### src/rtl/mips32_pkg.sv
// Shared definitions for the MIPS32 program loader slice.
//   state_t : loader FSM state encoding (also exported on the debug port)
//   WORD_W  : instruction/data word width
//   BYTE_W  : input stream byte width
//   HLT_OP  : opcode of the HLT instruction that terminates loaded programs
package mips32_pkg;

  localparam int          WORD_W = 32;
  localparam int          BYTE_W = 8;
  localparam logic [5:0]  HLT_OP = 6'h3f;

  typedef enum logic [2:0] {
    ST_IDLE = 3'd0,
    ST_HDR0 = 3'd1,
    ST_HDR1 = 3'd2,
    ST_DATA = 3'd3,
    ST_CSUM = 3'd4,
    ST_DONE = 3'd5,
    ST_ERR  = 3'd6
  } state_t;

endpackage

### src/rtl/mips32_byte_packer.sv
// Big-endian 4-byte word assembler.
//   clk, rst_n  : clock, asynchronous active-low reset
//   clear       : restart assembly at byte 0 (drops any partial word)
//   in_valid    : a byte is consumed this cycle
//   in_data     : the byte; the first byte of a word is its MSB
//   word        : assembled word, meaningful while word_valid is high
//   word_valid  : in_valid on the 4th byte of a word
// The word is presented combinationally on the cycle its last byte is
// consumed, so the parent can register it on the same edge.
module mips32_byte_packer
  import mips32_pkg::*;
(
  input  logic              clk,
  input  logic              rst_n,
  input  logic              clear,
  input  logic              in_valid,
  input  logic [BYTE_W-1:0] in_data,
  output logic [WORD_W-1:0] word,
  output logic              word_valid
);

  logic [23:0] shreg;
  logic [1:0]  cnt;

  always_ff @(posedge clk or negedge rst_n) begin
    if (!rst_n) begin
      shreg <= '0;
      cnt   <= '0;
    end else if (clear) begin
      shreg <= '0;
      cnt   <= '0;
    end else if (in_valid) begin
      shreg <= {shreg[15:0], in_data};
      cnt   <= cnt + 2'd1;  // wraps 3 -> 0 at each word boundary
    end
  end

  assign word       = {shreg, in_data};
  assign word_valid = in_valid && (cnt == 2'd3);

endmodule

### src/rtl/mips32_prog_loader.sv
// Boot-time program loader in front of the pipe_MIPS32 core.
//   clk, rst_n          : clock, asynchronous active-low reset
//   start               : pulse; begins a load from IDLE/DONE/ERR
//   s_valid/s_ready/s_data : byte stream {N[15:0], N words, XOR checksum},
//                         all big-endian
//   mem_we/mem_addr/mem_wdata : one-cycle word write into core memory
//   cpu_run             : releases the core from reset once the image verifies
//   done / err          : load succeeded / failed (levels)
//   dbg_state           : current FSM state
//
// Stream handshake: a byte transfers on a rising edge where s_valid and
// s_ready are both high. s_ready depends only on the FSM state, never on
// s_valid; the sender may raise or drop s_valid at any cycle and the
// loader simply holds its state while s_valid is low.
module mips32_prog_loader
  import mips32_pkg::*;
#(
  parameter int ADDR_W    = 10,
  parameter int BASE_ADDR = 0
) (
  input  logic              clk,
  input  logic              rst_n,
  input  logic              start,
  input  logic              s_valid,
  output logic              s_ready,
  input  logic [7:0]        s_data,
  output logic              mem_we,
  output logic [ADDR_W-1:0] mem_addr,
  output logic [31:0]       mem_wdata,
  output logic              cpu_run,
  output logic              done,
  output logic              err,
  output state_t            dbg_state
);

  localparam int          DEPTH = 2 ** ADDR_W;
  // Number of words that fit between BASE_ADDR and the top of memory.
  localparam logic [16:0] ROOM  = 17'(DEPTH - BASE_ADDR);

  state_t              state, state_nxt;
  logic [7:0]          n_hi;
  logic [15:0]         n_words;
  logic [ADDR_W-1:0]   word_idx;
  logic [WORD_W-1:0]   acc;

  logic                accept;
  logic                start_ok;
  logic [15:0]         hdr_n;
  logic                last_word;
  logic                pk_valid;
  logic [WORD_W-1:0]   pk_word;
  logic                pk_word_valid;

  assign accept    = s_valid && s_ready;
  assign start_ok  = start && (state == ST_IDLE || state == ST_DONE ||
                               state == ST_ERR);
  assign hdr_n     = {n_hi, s_data};
  assign last_word = (32'(word_idx) + 32'd1) == 32'(n_words);
  assign pk_valid  = accept && (state == ST_DATA || state == ST_CSUM);
  assign dbg_state = state;

  mips32_byte_packer u_packer (
    .clk        (clk),
    .rst_n      (rst_n),
    .clear      (start_ok),
    .in_valid   (pk_valid),
    .in_data    (s_data),
    .word       (pk_word),
    .word_valid (pk_word_valid)
  );

  always_ff @(posedge clk or negedge rst_n) begin
    if (!rst_n) state <= ST_IDLE;
    else        state <= state_nxt;
  end

  always_comb begin
    state_nxt = state;
    s_ready   = 1'b0;
    case (state)
      ST_IDLE, ST_DONE, ST_ERR: begin
        if (start) state_nxt = ST_HDR0;
      end
      ST_HDR0: begin
        s_ready = 1'b1;
        if (accept) state_nxt = ST_HDR1;
      end
      ST_HDR1: begin
        s_ready = 1'b1;
        if (accept) begin
          if ({1'b0, hdr_n} > ROOM) state_nxt = ST_ERR;
          else if (hdr_n == 16'd0)  state_nxt = ST_CSUM;
          else                      state_nxt = ST_DATA;
        end
      end
      ST_DATA: begin
        s_ready = 1'b1;
        // Leave on the same edge the last word's write strobe is raised.
        if (pk_word_valid && last_word) state_nxt = ST_CSUM;
      end
      ST_CSUM: begin
        s_ready = 1'b1;
        // acc already holds every data word: the last one was folded in
        // at least four accepted bytes earlier.
        if (pk_word_valid) state_nxt = (pk_word == acc) ? ST_DONE : ST_ERR;
      end
      default: state_nxt = ST_IDLE;
    endcase
  end

  always_ff @(posedge clk or negedge rst_n) begin
    if (!rst_n) begin
      n_hi      <= '0;
      n_words   <= '0;
      word_idx  <= '0;
      acc       <= '0;
      mem_we    <= 1'b0;
      mem_addr  <= '0;
      mem_wdata <= '0;
      cpu_run   <= 1'b0;
      done      <= 1'b0;
      err       <= 1'b0;
    end else begin
      mem_we <= 1'b0;
      if (start_ok) begin
        n_hi     <= '0;
        n_words  <= '0;
        word_idx <= '0;
        acc      <= '0;
      end
      if (state == ST_HDR0 && accept) n_hi    <= s_data;
      if (state == ST_HDR1 && accept) n_words <= hdr_n;
      if (state == ST_DATA && pk_word_valid) begin
        mem_we    <= 1'b1;
        mem_addr  <= ADDR_W'(BASE_ADDR) + word_idx;
        mem_wdata <= pk_word;
        acc       <= acc ^ pk_word;
        word_idx  <= word_idx + 1'b1;
      end
      // Status levels follow the state being entered, so they change on
      // the same edge as the state register.
      done    <= (state_nxt == ST_DONE);
      cpu_run <= (state_nxt == ST_DONE);
      err     <= (state_nxt == ST_ERR);
    end
  end

endmodule

### config.mk
export PLATFORM = sky130hd
export DESIGN_NAME = mips32_prog_loader
export DESIGN_NICKNAME = d
export VERILOG_FILES = /design/src/rtl/mips32_pkg.sv /design/src/rtl/mips32_byte_packer.sv /design/src/rtl/mips32_prog_loader.sv
export SDC_FILE = /design/constraint.sdc
export NUM_CORES = 1
export LEC_CHECK = 0
export BUFFER_PORTS_ARGS = -buffer_cell sky130_fd_sc_hd__buf_4
export CAP_MARGIN = 20
export CORE_MARGIN = 1.5
export CORE_UTILIZATION = 40
export DETAILED_ROUTE_END_ITERATION = 7
export GPL_ROUTABILITY_DRIVEN = 0
export SLEW_MARGIN = 20
export SYNTH_ARGS = -nofsm -noshare
export SYNTH_HDL_FRONTEND = slang
export SYNTH_SLANG_ARGS = --single-unit
### constraint.sdc
create_clock -name clk -period 5.7 [get_ports clk]
set_input_delay 0.57 -clock clk [delete_from_list [all_inputs] [get_ports clk]]
set_output_delay 0.57 -clock clk [all_outputs]
set_load 0.005 [all_outputs]
# After elaboration in Yosys (flattened, before gate mapping)
# Index checks and enable logic that the tools add are counted.
# word_totals
regBits	140
# op_classes
addsub	3
n_lt_le_gt_ge	1
eq_ne	11
mux	23
n_bitwise	1
n_reduce_logical	19
# ops
cell	n
$mux 32	2
$mux 24	2
$eq 32x32->1	1
$mux 16	2
$xor 32x32->32	1
$mux 3	7
$mux 10	2
$eq 11x16->1	1
$gt 16x11->1 const B	1
$logic_not 16->1	1
$mux 8	2
$eq 3x3->1 const B	5
$pmux 3 s5	1
$add 10x1->11 const B	1
$add 10x1->10 const B	1
$logic_and 1x1->1	8
$reduce_bool 2->1	4
$eq 3x2->1 const B	2
$mux 2	3
$reduce_or 4->1	1
$eq 3x1->1 const B	1
$logic_not 3->1	1
$logic_or 1x1->1	3
$reduce_or 3->1	1
other kinds (3)	4

# Depth between registers and ports, before layout
# depth
word_depth	10
depth_mapped	8
ltp_nobuf	7

# Modules after synthesis
# Synthesis repeated with hierarchy kept, for this count alone.
# unflattened
hier_cells	722
area_unflattened_um2	6628.9
# by_module_without_submodules
mod	instances	cells_each	area_each_um2	seq_area_each_um2
mips32_prog_loader	1	628	5475.3	2852.7
mips32_byte_packer	1	94	1153.6	650.6

# Worst setup path before layout
# Ideal clock, no wire load.
# synth_path
path_kind	register to register
start	register word_idx[0]
end	register done
setup_time_ns	0.136
arrival_time_ns	2.022
required_time_ns	5.564
slack_ns	3.542
stages_incl_launch_ff	8
synth_period_minus_slack_ns	2.158
cell_sequence	dfrtp_1 -> ha_1 -> nand3_2 -> or3_1 -> a22o_1 -> nor4_4 -> a21o_2 -> a31oi_2
# synth_via
elab_chain_len	6
# synth_rtl
item	line_no	rtl
from (decl)	mips32_prog_loader.sv:43	logic [ADDR_W-1:0] word_idx;
from (signal assigned)	mips32_prog_loader.sv:138	word_idx <= word_idx + 1'b1;
$add 10x1->11	mips32_prog_loader.sv:58	assign last_word = (32'(word_idx) + 32'd1) == 32'(n_words);
$eq 11x16->1	mips32_prog_loader.sv:58	
$logic_and 1x1->1	mips32_prog_loader.sv:99	if (pk_word_valid && last_word) state_nxt = ST_CSUM;
$mux 3	mips32_prog_loader.sv:99	
$pmux 3 s5	mips32_prog_loader.sv:80	case (state)
$eq 3x3->1	mips32_prog_loader.sv:142	done <= (state_nxt == ST_DONE);
to (signal assigned)	mips32_prog_loader.sv:142	
to (decl)	mips32_prog_loader.sv:31	output logic done,
# No other way between the ends.
# A chain may end at the register's enable or synchronous reset.

# Final worst setup path
# layout_path
start	register state[0], in the netlist dbg_state[0]
end	register word_idx[5]
# layout_via
elab_chain_len	8
# layout_rtl
item	line_no	rtl
from (decl)	mips32_prog_loader.sv:40	state_t state, state_nxt;
from (signal assigned)	mips32_prog_loader.sv:74	else state <= state_nxt;
$eq 3x3->1, or another cell as far along	mips32_prog_loader.sv:59, mips32_prog_loader.sv:80	
$reduce_or 4->1 (no line)	--	
$mux 1	mips32_prog_loader.sv:80	
$logic_and 1x1->1	mips32_prog_loader.sv:54	assign accept = s_valid && s_ready;
$logic_and 1x1->1	mips32_prog_loader.sv:59	assign pk_valid = accept && (state == ST_DATA || state == ST_CSUM);
$logic_and 1x1->1	mips32_byte_packer.sv:39	assign word_valid = in_valid && (cnt == 2'd3);
$logic_and 1x1->1	mips32_prog_loader.sv:133	if (state == ST_DATA && pk_word_valid) begin
$mux 10 or $reduce_bool 2->1 (tied branches)	--	
# Parallel ways exist; a longest one is shown, timed or not.

==> impl_summary.txt <==
----------------------------------------------------
[STA]
  Slew Limit Headroom ... 33.8%
  Final slew viol count ... 0
  Worst hold slack ... approximately 240 ps
  Unrepaired setup endpoints after global routing ... no
  Worst Max-Slew Pin Slew ... 991 ps
  Max frequency ... 0.381 GHz
  Shortest clock period the worst path allows after layout ... 2620 ps
  Setup_tns ... 0 ps
  Final setup viols ... 0
  Fin Clk Skew ... 17.9 ps
  Hold Violations, Final ... 0
  Share of the cycle needed by the critical path after routing ... 46.0%

[Run]
  Max-cap violations ... 0

[Setup path]
  Kind of end point of the critical path ... register
  Capture point of the worst reg-to-reg path ... word_idx[5]$_DFFE_PN0P_
  Reg-to-reg startpoint ... dbg_state[0]$_DFF_PN0_
  Biggest fanout along the worst timing path ... 49
  Arrival time reported for the critical path endpoint ... 2890 ps
  R2r worst-path depth ... 6
  Reg-to-reg slack, setup ... 3080 ps
  Type of the setup path with the least slack ... register to register
  Startpoint kind of the worst setup timing path ... register
  Data required time of the worst path ... approximately 6000 ps

[Floorplan]
  Die X-Extent ... 129 um
  # rows ... 45
  Die Y ... 129 um
  Starting utilization of the core area ... around 41%
  Core area ... around 0.015 mm^2
  Die Outline Area ... 0.0166 mm^2
  IO Pins ... 62

[Global routing]
  Largest net degree at the start of global routing ... 92
  Tot GR Track Use ... 20.4%
  Via count of the first global-routing pass ... approximately 4800
  Global-route wire length before repair ... 25800 um
  Total congestion overflow after global routing ... 0
  Antenna violations before repair ... 0

[Synth]
  Commonest register cell after synthesis ... sky130_fd_sc_hd__dfrtp_1
  Post-Syn Instances ... 640
  Share of Yosys cell area claimed by the top area cell type ... a little under three fifths
  Largest cells by area after synthesis ... sky130_fd_sc_hd__dfrtp_1 55%, sky130_fd_sc_hd__nand2_1 8.2%, sky130_fd_sc_hd__a22o_1 7.1%
  Library cell with the highest instance count after synthesis ... sky130_fd_sc_hd__dfrtp_1
  Post-synthesis register bit count ... 140
  Number of enable flip-flop cells after synthesis ... 0
  Biggest area consumer among synthesized cells ... sky130_fd_sc_hd__dfrtp_1
  Share of synthesized flip-flops with an asynchronous set or reset ... 100%
  Commonest cells post-synth ... 140 x sky130_fd_sc_hd__dfrtp_1, 138 x sky130_fd_sc_hd__nand2_1, 51 x sky130_fd_sc_hd__a22o_1, 51 x sky130_fd_sc_hd__nor2_1, 44 x sky130_fd_sc_hd__o21ai_1
  Post-synthesis average cell area ... about 9.9 um^2
  Number of library cell types mapped by synthesis ... 53
  Post-Synthesis Net Count ... 654
  Count of warnings emitted by yosys ... 0
  Syn Std Cell Area ... 0.00632 mm^2
  Sequential area share after synthesis ... 55.5%

[Place]
  DPL Wire Length ... 9930 um
  IO buf count ... 61
  Placed standard-cell area ... ~0.0069 mm^2
  Total placed cells including tap cells ... 878

[Power and ir drop]
  Leakage ... 3.85 nW
  Overall power after layout ... 0.00353 W
  Maximum vdd drop ... ~0.24 mV
  Power density over the cells ... approximately 470 mW/mm^2

[Finish]
  Area used by multi-input combinational logic ... 0.00263 mm^2
  Number of filler cells placed in the layout ... 1464
  Number of nets in the layout ... between 700 and 800
  Number of antenna cells inserted ... 0
  Final instance area ... 0.00751 mm^2
  Area taken by flip-flops and latches ... between 0.003 and 0.004 mm^2
  Share of final-layout standard cells stronger than drive strength 1 ... 16.1%
  Area Overhead vs Synth ... 18.9%
  Post-route non-filler standard cell count ... 911

[Clock network]
  Post-cts repair resize count ... 0
  Number of buffers between clock root and the deepest sink ... 2
  Clock Root Buffer ... sky130_fd_sc_hd__clkbuf_16
  Post-CTS Hold Buffers ... 0
  Clock transition at the registers of the reported paths ... 60 ps
  Clock tree from TritonCTS ... built
  H-tree depth ... 4
  Clock latency on the worst-skew pair ... 430 ps
  Post CTS Setup Buffer Count ... 0
  Clock buffer count from CTS ... 17
  Number of clock sinks seen by CTS ... 140

[Drt]
  Number of remaining DRC errors ... 0
  Wire per inst ... 17.0 um
  Routed wire length ... 15500 um
  Vias ... 4878
  Post-DR vias/cell ... 5.35
  Post-DRT Antenna Nets ... 0
  Violation count after the first detailed-route iteration ... between 300 and 400
  Length of the first detailed-routing pass in iterations ... 6

[Status]
  Run status ... complete, no violations

[Worst hold path]
  Type of the most critical hold path ... input pin to async pin

----------------------------------------------------
[critical path, stage by stage (launching register included)]
cell	delay, ps
sky130_fd_sc_hd__dfrtp_1	610
sky130_fd_sc_hd__nor2b_1	310
sky130_fd_sc_hd__nand3_4	100
sky130_fd_sc_hd__inv_2	680
sky130_fd_sc_hd__nor2_4	390
sky130_fd_sc_hd__o21ai_0	270
sky130_fd_sc_hd__o41ai_1	90
[cells by family after synthesis]
kind of cell | Yosys count | synth area share, %
flip-flops | 140 | 55.5
AND/OR/NAND/NOR | 241 | 17.2
XOR/XNOR | 48 | 6.66
buffers and inverters | 46 | 3.23
multiplexers | 2 | 0.337
adder cells (fa/ha/maj) | 2 | 0.396
AO/OA/AOI/OAI | 161 | 16.7
[final cells by class]
class	count	share of cell area [%]
clock buffer	21	6.13
clock inverter	11	1.58
inverter	7	0.350
multi-input combinational	454	35.0
sequential	140	46.7
tap	211	3.52
timing repair buffer	67	6.75
[report_power, final]
group	internal (W)	total, W	switching [W]	leakage [nW]
registers	0.00125	0.00150	0.000251	1.91
clock network	0.000663	0.00108	0.000420	0.275
logic	0.000463	0.000945	0.000483	1.67
total	0.00237	0.00353	0.00115	3.85
[placed cells by master, fill, tap and decap left out, types with 13 or more instances in the layout]
master                      instances
sky130_fd_sc_hd__dfrtp_1          140
sky130_fd_sc_hd__nand2_1          138
sky130_fd_sc_hd__buf_4             66
sky130_fd_sc_hd__a22o_1            51
sky130_fd_sc_hd__nor2_1            50
sky130_fd_sc_hd__o21ai_1           44
sky130_fd_sc_hd__o21ai_0           42
sky130_fd_sc_hd__xor2_1            35
sky130_fd_sc_hd__clkbuf_16         17
sky130_fd_sc_hd__xnor2_1           13
sky130_fd_sc_hd__nor4_1            13
[flip-flops by register name (all words and copies together), names as in the netlist]
signal / cells
acc: 32
dbg_state: 3
done: 1
err: 1
mem_addr: 10
mem_wdata: 32
mem_we: 1
n_hi: 8
n_words: 16
u_packer.cnt: 2
u_packer.shreg: 24
word_idx: 10
[per-layer routing]
metal	wire length (um)	vias to the layer above	global-route usage (%)
met5	0	-	0
met4	263	0	7.67
met3	558	16	4.70
met2	7820	100	33.8
met1	6810	2448	26.0
li1	-	2314	-
[per-stage QoR]
| step | utilization (%) | setup slack (ps) |
|---|---|---|
| 6_report | 49.0 | 3080 |
| 5_1_grt | 49.0 | 2750 |
| 4_1_cts | 49.0 | 3070 |
| 3_5_place_dp | 45.2 | 2990 |
| 3_3_place_gp | 45.2 | 3040 |
| 2_1_floorplan | - | 3540 |
[worst max path at each step]
stage,from,to,slack [ps],cells past startpoint
global route,dbg_state[0]$_DFF_PN0_,word_idx[4]$_DFFE_PN0P_,2750,6
detailed placement,s_valid,word_idx[5]$_DFFE_PN0P_,2990,7
finish,dbg_state[0]$_DFF_PN0_,word_idx[5]$_DFFE_PN0P_,3080,6
CTS,dbg_state[0]$_DFF_PN0_,word_idx[3]$_DFFE_PN0P_,3070,6
floorplan,word_idx[0]$_DFFE_PN0P_,done$_DFF_PN0_,3540,7
global placement,s_valid,acc[7]$_DFFE_PN0P_,3040,7
Note: power is estimated with default switching activity, not from simulation.
